`src/rtl/up_down_count_monitor.sv`:
```
// up_down_count_monitor
// Passive checker that sits beside an up/down counter. It samples the
// count/mode interface on every clock and predicts each count from the one
// sampled on the edge before. It flags mismatches, correct wraps and the
// observed direction. It also keeps a saturating error count and goes into a
// sticky FAULT state once that count reaches ERR_LIMIT.
module up_down_count_monitor #(
    parameter int WIDTH     = 4,
    parameter int ERR_W     = 8,
    parameter int ERR_LIMIT = 3
) (
    input  logic             clk,
    input  logic             rst,
    input  logic             cnt_rst,
    input  logic             mode,
    input  logic [WIDTH-1:0] count,
    input  logic             clr_err,
    output logic             locked,
    output logic             dir_up,
    output logic             mismatch,
    output logic             wrap,
    output logic [ERR_W-1:0] err_count,
    output logic             fault
);

    typedef enum logic [1:0] {
        SYNC  = 2'd0,
        TRACK = 2'd1,
        FAULT = 2'd2
    } state_t;

    localparam logic [ERR_W-1:0] ERR_MAX   = {ERR_W{1'b1}};
    localparam logic [ERR_W-1:0] ERR_LIM_V = ERR_W'(ERR_LIMIT);
    localparam logic [WIDTH-1:0] CNT_MAX   = {WIDTH{1'b1}};
    localparam logic [WIDTH-1:0] CNT_ONE   = WIDTH'(1);

    state_t           state_q, state_d;
    logic [WIDTH-1:0] prev_count_q, prev_count_d;
    logic             prev_mode_q, prev_mode_d;
    // primed_q: prev_* holds a sample that the next count can be judged against.
    // It stays 0 on the first edge after cnt_rst falls, including in FAULT.
    logic             primed_q, primed_d;
    logic             locked_q, locked_d;
    logic             dir_up_q, dir_up_d;
    logic             mismatch_q, mismatch_d;
    logic             wrap_q, wrap_d;
    logic [ERR_W-1:0] err_count_q, err_count_d;
    logic             fault_q, fault_d;

    logic [WIDTH-1:0] expected;
    logic [ERR_W-1:0] err_inc;
    logic             do_check;
    logic             at_boundary;

    // Next-state logic: prediction, comparison, error accounting and FSM moves.
    always_comb begin
        // NOTE: every signal driven here gets a default first, so no path leaves it unassigned and no latch is inferred.
        state_d      = state_q;
        prev_count_d = count;
        prev_mode_d  = mode;
        primed_d     = primed_q;
        dir_up_d     = dir_up_q;
        mismatch_d   = 1'b0;
        wrap_d       = 1'b0;
        err_count_d  = err_count_q;

        expected    = prev_mode_q ? (prev_count_q + CNT_ONE) : (prev_count_q - CNT_ONE);
        at_boundary = prev_mode_q ? (prev_count_q == CNT_MAX) : (prev_count_q == '0);
        err_inc     = (err_count_q == ERR_MAX) ? err_count_q : (err_count_q + ERR_W'(1));
        do_check    = (state_q != SYNC) && primed_q && !cnt_rst && !clr_err;

        if (do_check) begin
            if (count == expected) begin
                dir_up_d = prev_mode_q;
                wrap_d   = at_boundary;
            end else begin
                mismatch_d  = 1'b1;
                err_count_d = err_inc;
                if (state_q == TRACK && err_inc >= ERR_LIM_V) begin
                    state_d = FAULT;
                end
            end
        end

        if (clr_err) begin
            err_count_d = '0;
            state_d     = SYNC;
            primed_d    = 1'b0;
        end else if (cnt_rst) begin
            primed_d = 1'b0;
            if (state_q != FAULT) begin
                state_d = SYNC;
            end
        end else begin
            primed_d = 1'b1;
            if (state_q == SYNC) begin
                state_d = TRACK;
            end
        end

        locked_d = (state_d != SYNC);
        fault_d  = (state_d == FAULT);
    end

    // State and output registers, cleared asynchronously by rst.
    always_ff @(posedge clk or posedge rst) begin
        if (rst) begin
            state_q      <= SYNC;
            prev_count_q <= '0;
            prev_mode_q  <= 1'b0;
            primed_q     <= 1'b0;
            locked_q     <= 1'b0;
            dir_up_q     <= 1'b0;
            mismatch_q   <= 1'b0;
            wrap_q       <= 1'b0;
            err_count_q  <= '0;
            fault_q      <= 1'b0;
        end else begin
            // NOTE: non-blocking assignments here so every register updates from pre-edge values.
            state_q      <= state_d;
            prev_count_q <= prev_count_d;
            prev_mode_q  <= prev_mode_d;
            primed_q     <= primed_d;
            locked_q     <= locked_d;
            dir_up_q     <= dir_up_d;
            mismatch_q   <= mismatch_d;
            wrap_q       <= wrap_d;
            err_count_q  <= err_count_d;
            fault_q      <= fault_d;
        end
    end

    assign locked    = locked_q;
    assign dir_up    = dir_up_q;
    assign mismatch  = mismatch_q;
    assign wrap      = wrap_q;
    assign err_count = err_count_q;
    assign fault     = fault_q;

endmodule

```
`config.mk`:
```
export PLATFORM = sky130hd
export DESIGN_NAME = up_down_count_monitor
export DESIGN_NICKNAME = d
export VERILOG_FILES = /design/src/rtl/up_down_count_monitor.sv
export SDC_FILE = /design/constraint.sdc
export NUM_CORES = 1
export LEC_CHECK = 0
export ABC_AREA = 1
export CORE_UTILIZATION = 51
export CTS_BUF_LIST = sky130_fd_sc_hd__clkbuf_4 sky130_fd_sc_hd__clkbuf_8 sky130_fd_sc_hd__clkbuf_16
export DETAILED_ROUTE_END_ITERATION = 8
export HOLD_SLACK_MARGIN = 0.08
export PLACE_DENSITY = 0.82
export SKIP_LAST_GASP = 1
export SYNTH_ARGS = -nofsm -noshare
export SYNTH_HDL_FRONTEND = slang
export SYNTH_SLANG_ARGS = --single-unit
```
`constraint.sdc`:
```
create_clock -name clk -period 2.4 [get_ports clk]
set_clock_uncertainty 0.15 [all_clocks]
set_input_delay 0.72 -clock clk [delete_from_list [all_inputs] [get_ports clk]]
set_output_delay 0.72 -clock clk [all_outputs]
set_load 0.05 [all_outputs]
```
Yosys cells after proc, flatten, opt, wreduce, memory -nomap -nowiden
Index checks and enable logic that the tools add are counted.

operators by class
  multiplexer cells = 19
  equality and inequality tests = 7
  reduce and logical (&&, ||, !) cells = 13
  $lt $le $gt $ge = 1
  add/subtract/negate cells = 3

operators with widths
  cell                                                                                 count
  8-bit two-way mux                                                                    4
  2-bit two-way mux                                                                    7
  8-bit by 1-bit adder with 8-bit output, second input constant                        1
  8-bit == test, second input constant                                                 1
  8-bit by 2-bit greater-or-equal comparator with 1-bit output, second input constant  1
  1-bit two-way mux                                                                    7
  2-bit nonzero test                                                                   3
  4-bit by 1-bit adder with 4-bit output, second input constant                        1
  4-bit == test                                                                        1
  4-bit == test, second input constant                                                 1
  1-bit logical AND                                                                    4
  4-bit logical NOT                                                                    1
  4-bit two-way mux                                                                    1
  2-bit inequality test, second input constant                                         2
  2-bit AND reduction                                                                  2
  4-bit by 1-bit subtractor with 4-bit output, second input constant                   1
  2-bit by 1-bit == test with 1-bit output, second input constant                      1
  2-bit == test, second input constant                                                 1
  1-bit logical NOT                                                                    2
  2-bit logical NOT                                                                    1

word-level totals
  logic and storage cells = 53
  bits of input ports = 9
  output and inout bits = 13
  register bits after elaboration = 21

Depth between registers and ports, before layout
Gate-level depths: netlist of the first run.

  word-level depth = 11
  mapped depth = 15
  depth with buffers taken out = 15

Least setup slack after synthesis of the first run
Ideal clock, no wire load.

  path kind = register to register
  from = reg err_count_q[1], in the netlist err_count[1]
  to = reg state_q[1]
  period minus slack after synthesis = 2.085 ns
  library setup time = 0.114 ns
  data arrival time = 1.821 ns
  data required time = 2.136 ns
  path buffers = 0
  stages on the path, launching flop included = 13
  path slack = 0.315 ns
  cells stage by stage = dfrtp_1 ha_1 nand2_2 nor2_1 nand2_1 nand2_1 nand3_1 nor2_1 nand2_2 nand2_1 nand2_1 nand2_2 inv_1

between the ends
  cells in the longest elaborated chain, start to end = 10
  elaborated cells between the ends (all ways) = 12
  classes of those cells = 1 x add/sub; 1 x order compare; 1 x eq/ne; 8 x mux; 1 x reduce/logical

RTL lines
  what                                                                     RTL line  RTL
  start, declared                                                          47        logic [ERR_W-1:0] err_count_q, err_count_d;
  start signal, assigned                                                   128       err_count_q <= err_count_d;
  8-bit by 1-bit adder with 8-bit output or 8-bit == test (tied branches)  69        err_inc = (err_count_q == ERR_MAX) ? err_count_q : (err_count_q + ERR_W'(1));
  8-bit two-way mux (*)                                                    69
  8-bit by 2-bit greater-or-equal comparator with 1-bit output (*)         79        if (state_q == TRACK && err_inc >= ERR_LIM_V) begin
  1-bit logical AND (*)                                                    79
  2-bit two-way mux (*)                                                    79
  2-bit two-way mux (*)                                                    73        if (count == expected) begin
  2-bit two-way mux (*)                                                    72        if (do_check) begin
  2-bit two-way mux, on equally long branches                              96, 91
  2-bit two-way mux (*)                                                    89        end else if (cnt_rst) begin
  2-bit two-way mux (*)                                                    85        if (clr_err) begin
  net state_d[1]                                                           37        state_t state_q, state_d;
  end signal, assigned                                                     120       state_q <= state_d;
  end, declared                                                            37

Mark *: on every way through the listed nets, which the timed path passes. The rest lies on a longest branch.
A chain may end at the register's enable or synchronous reset.

Final worst setup path of the first run
  from = reg dir_up_q, in the netlist dir_up
  to = out dir_up

RTL lines
  what                    RTL line  RTL
  start, declared         44        logic dir_up_q, dir_up_d;
  start signal, assigned  125       dir_up_q <= dir_up_d;
  end, declared           19        output logic dir_up,

No word-level cell between the ends.

==> flow_metrics.py, run 1 <==
metrics = {
    "timing": {
        "worst_pin_slew_ns": 0.508,
        "drv_slew": 0,
        "finalSetupViolCount": 0,
        "relSlewSlack_pct": 66.1,
        "fin_tns_setup_ns": 0,
        "fmax_mhz": 426,
        "hold_violations": 0,
        "rsz0062_at_grt": "false",
        "fin_crit_ns": 2.35,
        "post-route-period-util_pct": 97.8,
    },
    "critical_path": {
        "startpoint": "dir_up$_DFFE_PP0P_",
        "start_kind": "register",
        "setup.worst_path.end_class": "output pin",
        "critPathMaxStageDelay_ns": 0.81,
        "critPathBufInv": 1,
        "criticalPathCategory": "reg2out",
        "required_ns": 1.53,
        "critical-path-slowest-cell": "clkdlybuf4s50_1",
        "arrival_ns": 1.48,
        "path_delay_family": "buffers and inverters",
        "crit_chain": "clkdlybuf4s50_1",
        "cp_max_fo": 2,
        "worstReg2RegStart": "prev_count_q[0]$_DFF_PP0_",
    },
    "finish": {
        "layout_common_cells": "nand2_1, inv_1, dfrtp_1, nand3_1, clkdlybuf4s50_1",
        "diodes": 0,
        "final_common_cell": "nand2_1",
        "layout-drive-gt1-share_pct": 17.0,
        "postLayoutCoreUtil_pct": 67.1,
        "syn_to_final_growth_pct": 23.3,
        "nets": 196,
    },
    "power_and_ir_drop": {
        "vdd_drop_max_v": 0.000382,
        "power.density_nw_per_um2": 426,
        "p_leak_nw": 0.776,
    },
    "clock_tree": {
        "cts_tree": "done",
        "cts_sinks": 21,
        "cts_buffer_depth": 2,
        "clk_pin_slew_ns": 0.11,
        "cts_buffers": 3,
        "htree_num_levels": 1,
        "clock_latency_ns": 0.29,
        "cts-root-buf": "clkbuf_4",
    },
    "detailed_routing": {
        "vias": 1095,
        "drtAntennaViolNets": 0,
        "drt_iter0_markers": 24,
        "drt_first_pass_iters": 4,
        "wl_per_cell_um": 11.8,
        "drcViolationCount": 0,
        "totalWireLength_um": 2490,
        "vias_per_cell": 5.21,
    },
    "synthesis": {
        "synth_cell_types": 26,
        "ys_warn_count": 0,
        "synthCells": 155,
        "syn_nets": 168,
        "syn_area_um2": 1200,
        "yosys.area_share.simple_pct": 31.5,
        "yosys.area_share.xor_xnor_pct": 2.18,
        "synth_top_area_share_pct": 43.7,
        "synth_top_family_by_area": "simple AND/OR/NAND/NOR gates",
        "synth.avg_cell_area_um2": 7.77,
        "synthMuxAreaShare_pct": 0,
        "synth_seq_area_share_pct": 43.7,
        "synth_area_leaders": "dfrtp_1, nand2_1, inv_1",
        "synthAdderAreaFrac_pct": 4.78,
        "synth-compound-area-share_pct": 9.98,
        "synth_seq_cells": 21,
        "synth_largest_area_cell": "dfrtp_1",
    },
    "run_status": {
        "outcome": "finished clean",
    },
    "die": {
        "die_y_um": 50.6,
        "fp.dieW_um": 50.6,
        "die_area_um2": 2560,
        "start_util_pct": 54.4,
        "core_region_area_um2": 2210,
        "io_pins": 22,
        "row_count": 17,
    },
    "job": {
        "drv_cap": 0,
    },
    "grt": {
        "grt_overflow": 0,
        "grt_pass1_vias": 1007,
        "grt_pass1_wl_um": 4240,
        "grt_max_degree": 22,
        "antenna_found_initial": 0,
        "grt_use_total_pct": 22.1,
    },
    "placement": {
        "hpwl_um": 1960,
        "io_buffers": 21,
        "place_congestion": 0.850,
    },
    "hold_path": {
        "min_from": "dir_up$_DFFE_PP0P_",
        "hp-class": "reg2reg",
    },
}
## repair_timing
action                                 CTS  global route
buffers inserted                         0             0
resized for setup                        0             2
hold buffers                             0             0
endpoints found under the hold margin    0             0
setup endpoints to repair                0             2
## where the power goes
part | internal, mW | switching [mW]
sequential | 0.362 | 0.00723
clock | 0.0759 | 0.0976
combinational | 0.0373 | 0.0523
total | 0.475 | 0.157
## cell families after synthesis
family / Yosys count
xor+xnor: 3
fa+ha+maj: 4
simple gates: 81
buf+inv: 25
compound gates: 21
flops: 21
## state kept, by name, summed over array words and instances, names as in the netlist
name	cells
dir_up	1
err_count	8
fault	1
locked	1
mismatch	1
prev_count_q	4
prev_mode_q	1
primed_q	1
state_q	2
wrap	1
## worst reg2reg max path, stage by stage (launching register included)
cell,delay (ns)
dfrtp_1,0.48
fa_1,0.59
xnor2_1,0.12
nand2_1,0.07
nor2_1,0.13
nand2_2,0.10
nand3_1,0.11
nand2_1,0.15
o21ai_0,0.20
## metrics by stage
step	hold slack, ns	cell area, um2	total power [mW]	cells	worst slack (ns)
floorplan	0.411	1200	0.432	155	0.315
global placement	0.368	1450	0.461	206	0.121
detailed placement	0.374	1450	0.466	206	0.0258
CTS	0.410	1480	0.638	210	0.0122
global route	0.457	1480	0.666	210	0.00293
finish	0.408	1480	0.632	210	0.0521
## layout make-up
cell class,instances,area (um2)
tap,28,35.0
clock buffer,4,30.0
multi-input combinational,109,583
fill,181,728
inverter,25,95.1
sequential,21,526
timing repair buffer,23,215
## metal layers
| layer | GRT usage [%] | vias to the layer above | routed length, um |
|---|---|---|---|
| met5 | 0 | - | 0 |
| li1 | - | 547 | - |
| met3 | 2.73 | 2 | 96 |
| met2 | 39.6 | 29 | 1290 |
| met1 | 27.3 | 517 | 1090 |
| met4 | 6.94 | 0 | 15 |
## Yosys cell counts, drive strengths merged
library cell,number
nand2,45
inv,24
dfrtp,21
nor2,19
nand3,13
o21ai,11
a21oi,5
o22ai,4
ha,3
or2,2
xor2,2
clkinv,1
fa,1
nor3,1
nor4,1
o31ai,1
xnor2,1
## final timing paths
check                                            end  slack (ns)  cells past startpoint
hold reg to reg                   dir_up$_DFFE_PP0P_        0.41                      2
setup reg to reg            err_count[7]$_DFFE_PP0P_        0.22                      8
hold / removal                    dir_up$_DFFE_PP0P_        0.41                      2
setup / recovery                              dir_up        0.05                      1
min in group asynchronous         mismatch$_DFF_PP0_        0.59                      3
max in group asynchronous  prev_count_q[2]$_DFF_PP0_        1.30                      3
(Power assumes the default switching activity.)
==> inputs of run 2 (changes only) <==
--- a/config.mk
+++ b/config.mk
@@ -10,7 +10,7 @@
 export CTS_BUF_LIST = sky130_fd_sc_hd__clkbuf_4 sky130_fd_sc_hd__clkbuf_8 sky130_fd_sc_hd__clkbuf_16
 export DETAILED_ROUTE_END_ITERATION = 8
 export HOLD_SLACK_MARGIN = 0.08
-export PLACE_DENSITY = 0.82
+export PLACE_DENSITY_LB_ADDON = 0.3
 export SKIP_LAST_GASP = 1
 export SYNTH_ARGS = -nofsm -noshare
 export SYNTH_HDL_FRONTEND = slang
==> flow_metrics.py, run 2 (synthesis results as in run 1) <==
metrics = {
    "grt": {
        "gr-max-usage-layer": "met2",
        "grt_pass1_vias": 1012,
        "grt_overflow": 0,
        "grt_pass1_wl_um": 4350,
        "grt.met2_usage_pct": 39.1,
        "grt_util_met3_pct": 3.03,
        "grt_use_total_pct": 23.0,
        "antenna_found_initial": 0,
        "met1_usage_pct": 29.2,
        "grt_max_degree": 22,
    },
    "finish": {
        "final_common_cell": "nand2_1",
        "diodes": 0,
        "multi_input_area_um2": 583,
        "postLayoutCoreUtil_pct": 66.6,
        "largest_reg_flops": 8,
        "seq_area_um2": 526,
        "syn_to_final_growth_pct": 22.5,
        "layout_common_cells": "nand2_1, inv_1, dfrtp_1, nand3_1, clkdlybuf4s50_1",
        "nFillCells": 204,
        "nets": 196,
        "layout-drive-gt1-share_pct": 18.1,
    },
    "placement": {
        "place_congestion": 0.833,
        "pre_cts_slack_ns": 0.0659,
        "io_buffers": 21,
        "hpwl_um": 1950,
    },
    "clock_tree": {
        "cts_buffer_depth": 2,
        "clk_pin_slew_ns": 0.11,
        "cts_sinks": 21,
        "cts_tree": "done",
        "cts_setup_buffers": 0,
        "ctsResizeCount": 0,
        "hold_buffers": 0,
        "htree_num_levels": 1,
        "cts-root-buf": "clkbuf_4",
        "clock_latency_ns": 0.29,
        "cts_buffers": 3,
    },
    "detailed_routing": {
        "drtAntennaViolNets": 0,
        "wl_per_cell_um": 11.5,
        "drt_first_pass_iters": 4,
        "drcViolationCount": 0,
        "vias": 1067,
        "drt_iter0_markers": 28,
        "vias_per_cell": 5.08,
        "totalWireLength_um": 2420,
    },
    "power_and_ir_drop": {
        "vdd_drop_max_v": 0.000360,
        "p_switching_mw": 0.156,
        "power.density_nw_per_um2": 428,
        "seqPwrFrac_pct": 58.4,
        "p_int_mw": 0.475,
        "switching_share_pct": 24.8,
        "pwr-share-clk_pct": 27.5,
        "combPwrFrac_pct": 14.0,
        "p_leak_nw": 0.742,
    },
    "critical_path": {
        "critical-path-slowest-cell": "clkdlybuf4s50_1",
        "arrival_ns": 1.47,
        "criticalPathCategory": "reg2out",
        "rr_endpoint": "err_count[7]$_DFFE_PP0P_",
        "path_delay_family": "buffers and inverters",
        "critPathBufInv": 1,
        "cp.depth": 1,
        "required_ns": 1.53,
        "critPathMaxStageDelay_ns": 0.81,
        "startpoint": "dir_up$_DFFE_PP0P_",
        "rr_worst_depth": 8,
        "rrSetupSlack_ns": 0.28,
        "crit_chain": "clkdlybuf4s50_1",
        "start_kind": "register",
        "cp_max_fo": 2,
        "worstReg2RegStart": "prev_count_q[0]$_DFF_PP0_",
        "setup.worst_path.end_class": "output pin",
    },
    "die": {
        "core_region_area_um2": 2210,
        "row_count": 17,
        "fp.dieW_um": 50.6,
        "io_pins": 22,
        "die_area_um2": 2560,
        "start_util_pct": 54.4,
        "die_y_um": 50.6,
    },
    "timing": {
        "fin_crit_ns": 2.34,
        "hold_violations": 0,
        "relSlewSlack_pct": 66.8,
        "holdWs_ns": 0.403,
        "drv_slew": 0,
        "fin_tns_setup_ns": 0,
        "fmax_mhz": 427,
        "rsz0062_at_grt": "false",
        "post-route-period-util_pct": 97.7,
        "finalSetupViolCount": 0,
        "worst_pin_slew_ns": 0.496,
        "setup_ws_ns": 0.0564,
    },
    "hold_path": {
        "min_from": "dir_up$_DFFE_PP0P_",
        "hold_path_depth": 2,
        "hp-class": "reg2reg",
        "min_to": "dir_up$_DFFE_PP0P_",
    },
    "run_status": {
        "outcome": "finished clean",
    },
    "job": {
        "drv_cap": 0,
    },
}
==> run 2: cell count changes in the layout (fill, tap and decap cells not counted) <==
cell            before  now
dlymetal6s2s_1       2    0
buf_4                8   10
==> run 2: worst max path at each step <==
stage	endpoint
3_3_place_gp	fault$_DFF_PP0_
2_1_floorplan	state_q[1]$_DFF_PP0_
5_1_grt	dir_up
3_5_place_dp	err_count[7]$_DFFE_PP0P_
6_report	dir_up
4_1_cts	dir_up
==> run 2: per-layer routing <==
metal,share of wire [%],up-vias
met5,0,-
met4,1.9,0
met3,3.0,4
met2,50,20
met1,45,494
li1,-,549
==> run 2: layout make-up <==
class,count,area share (%)
clock buffer,4,2.04
inverter,25,6.45
multi-input combinational,109,39.6
sequential,21,35.7
tap,28,2.38
timing repair buffer,23,13.9
==> run 2: per-stage QoR <==
| stage | cell area, um2 | total power, mW | cells |
|---|---|---|---|
| after floorplan | 1200 | 0.432 | 155 |
| after global placement | 1440 | 0.461 | 206 |
| after detailed placement | 1440 | 0.465 | 206 |
| after CTS | 1470 | 0.639 | 210 |
| after global routing | 1470 | 0.666 | 210 |
| final | 1470 | 0.631 | 210 |
==> run 2: power by group through the flow <==
stage | registers (mW) | logic [mW] | clock network [mW]
2_1_floorplan | 0.382 | 0.0504 | 0
3_3_place_gp | 0.375 | 0.0863 | 0
3_5_place_dp | 0.375 | 0.0897 | 0
4_1_cts | 0.369 | 0.0898 | 0.180
5_1_grt | 0.370 | 0.102 | 0.194
6_report | 0.369 | 0.0886 | 0.174
==> inputs of run 3 (changes only) <==
--- a/config.mk
+++ b/config.mk
@@ -9,6 +9,7 @@
 export CORE_UTILIZATION = 51
 export CTS_BUF_LIST = sky130_fd_sc_hd__clkbuf_4 sky130_fd_sc_hd__clkbuf_8 sky130_fd_sc_hd__clkbuf_16
 export DETAILED_ROUTE_END_ITERATION = 8
+export GPL_ROUTABILITY_DRIVEN = 0
 export HOLD_SLACK_MARGIN = 0.08
 export PLACE_DENSITY_LB_ADDON = 0.3
 export SKIP_LAST_GASP = 1
==> results of run 3 <==
The final DEF is identical to that of run 2; final timing and power are the same.
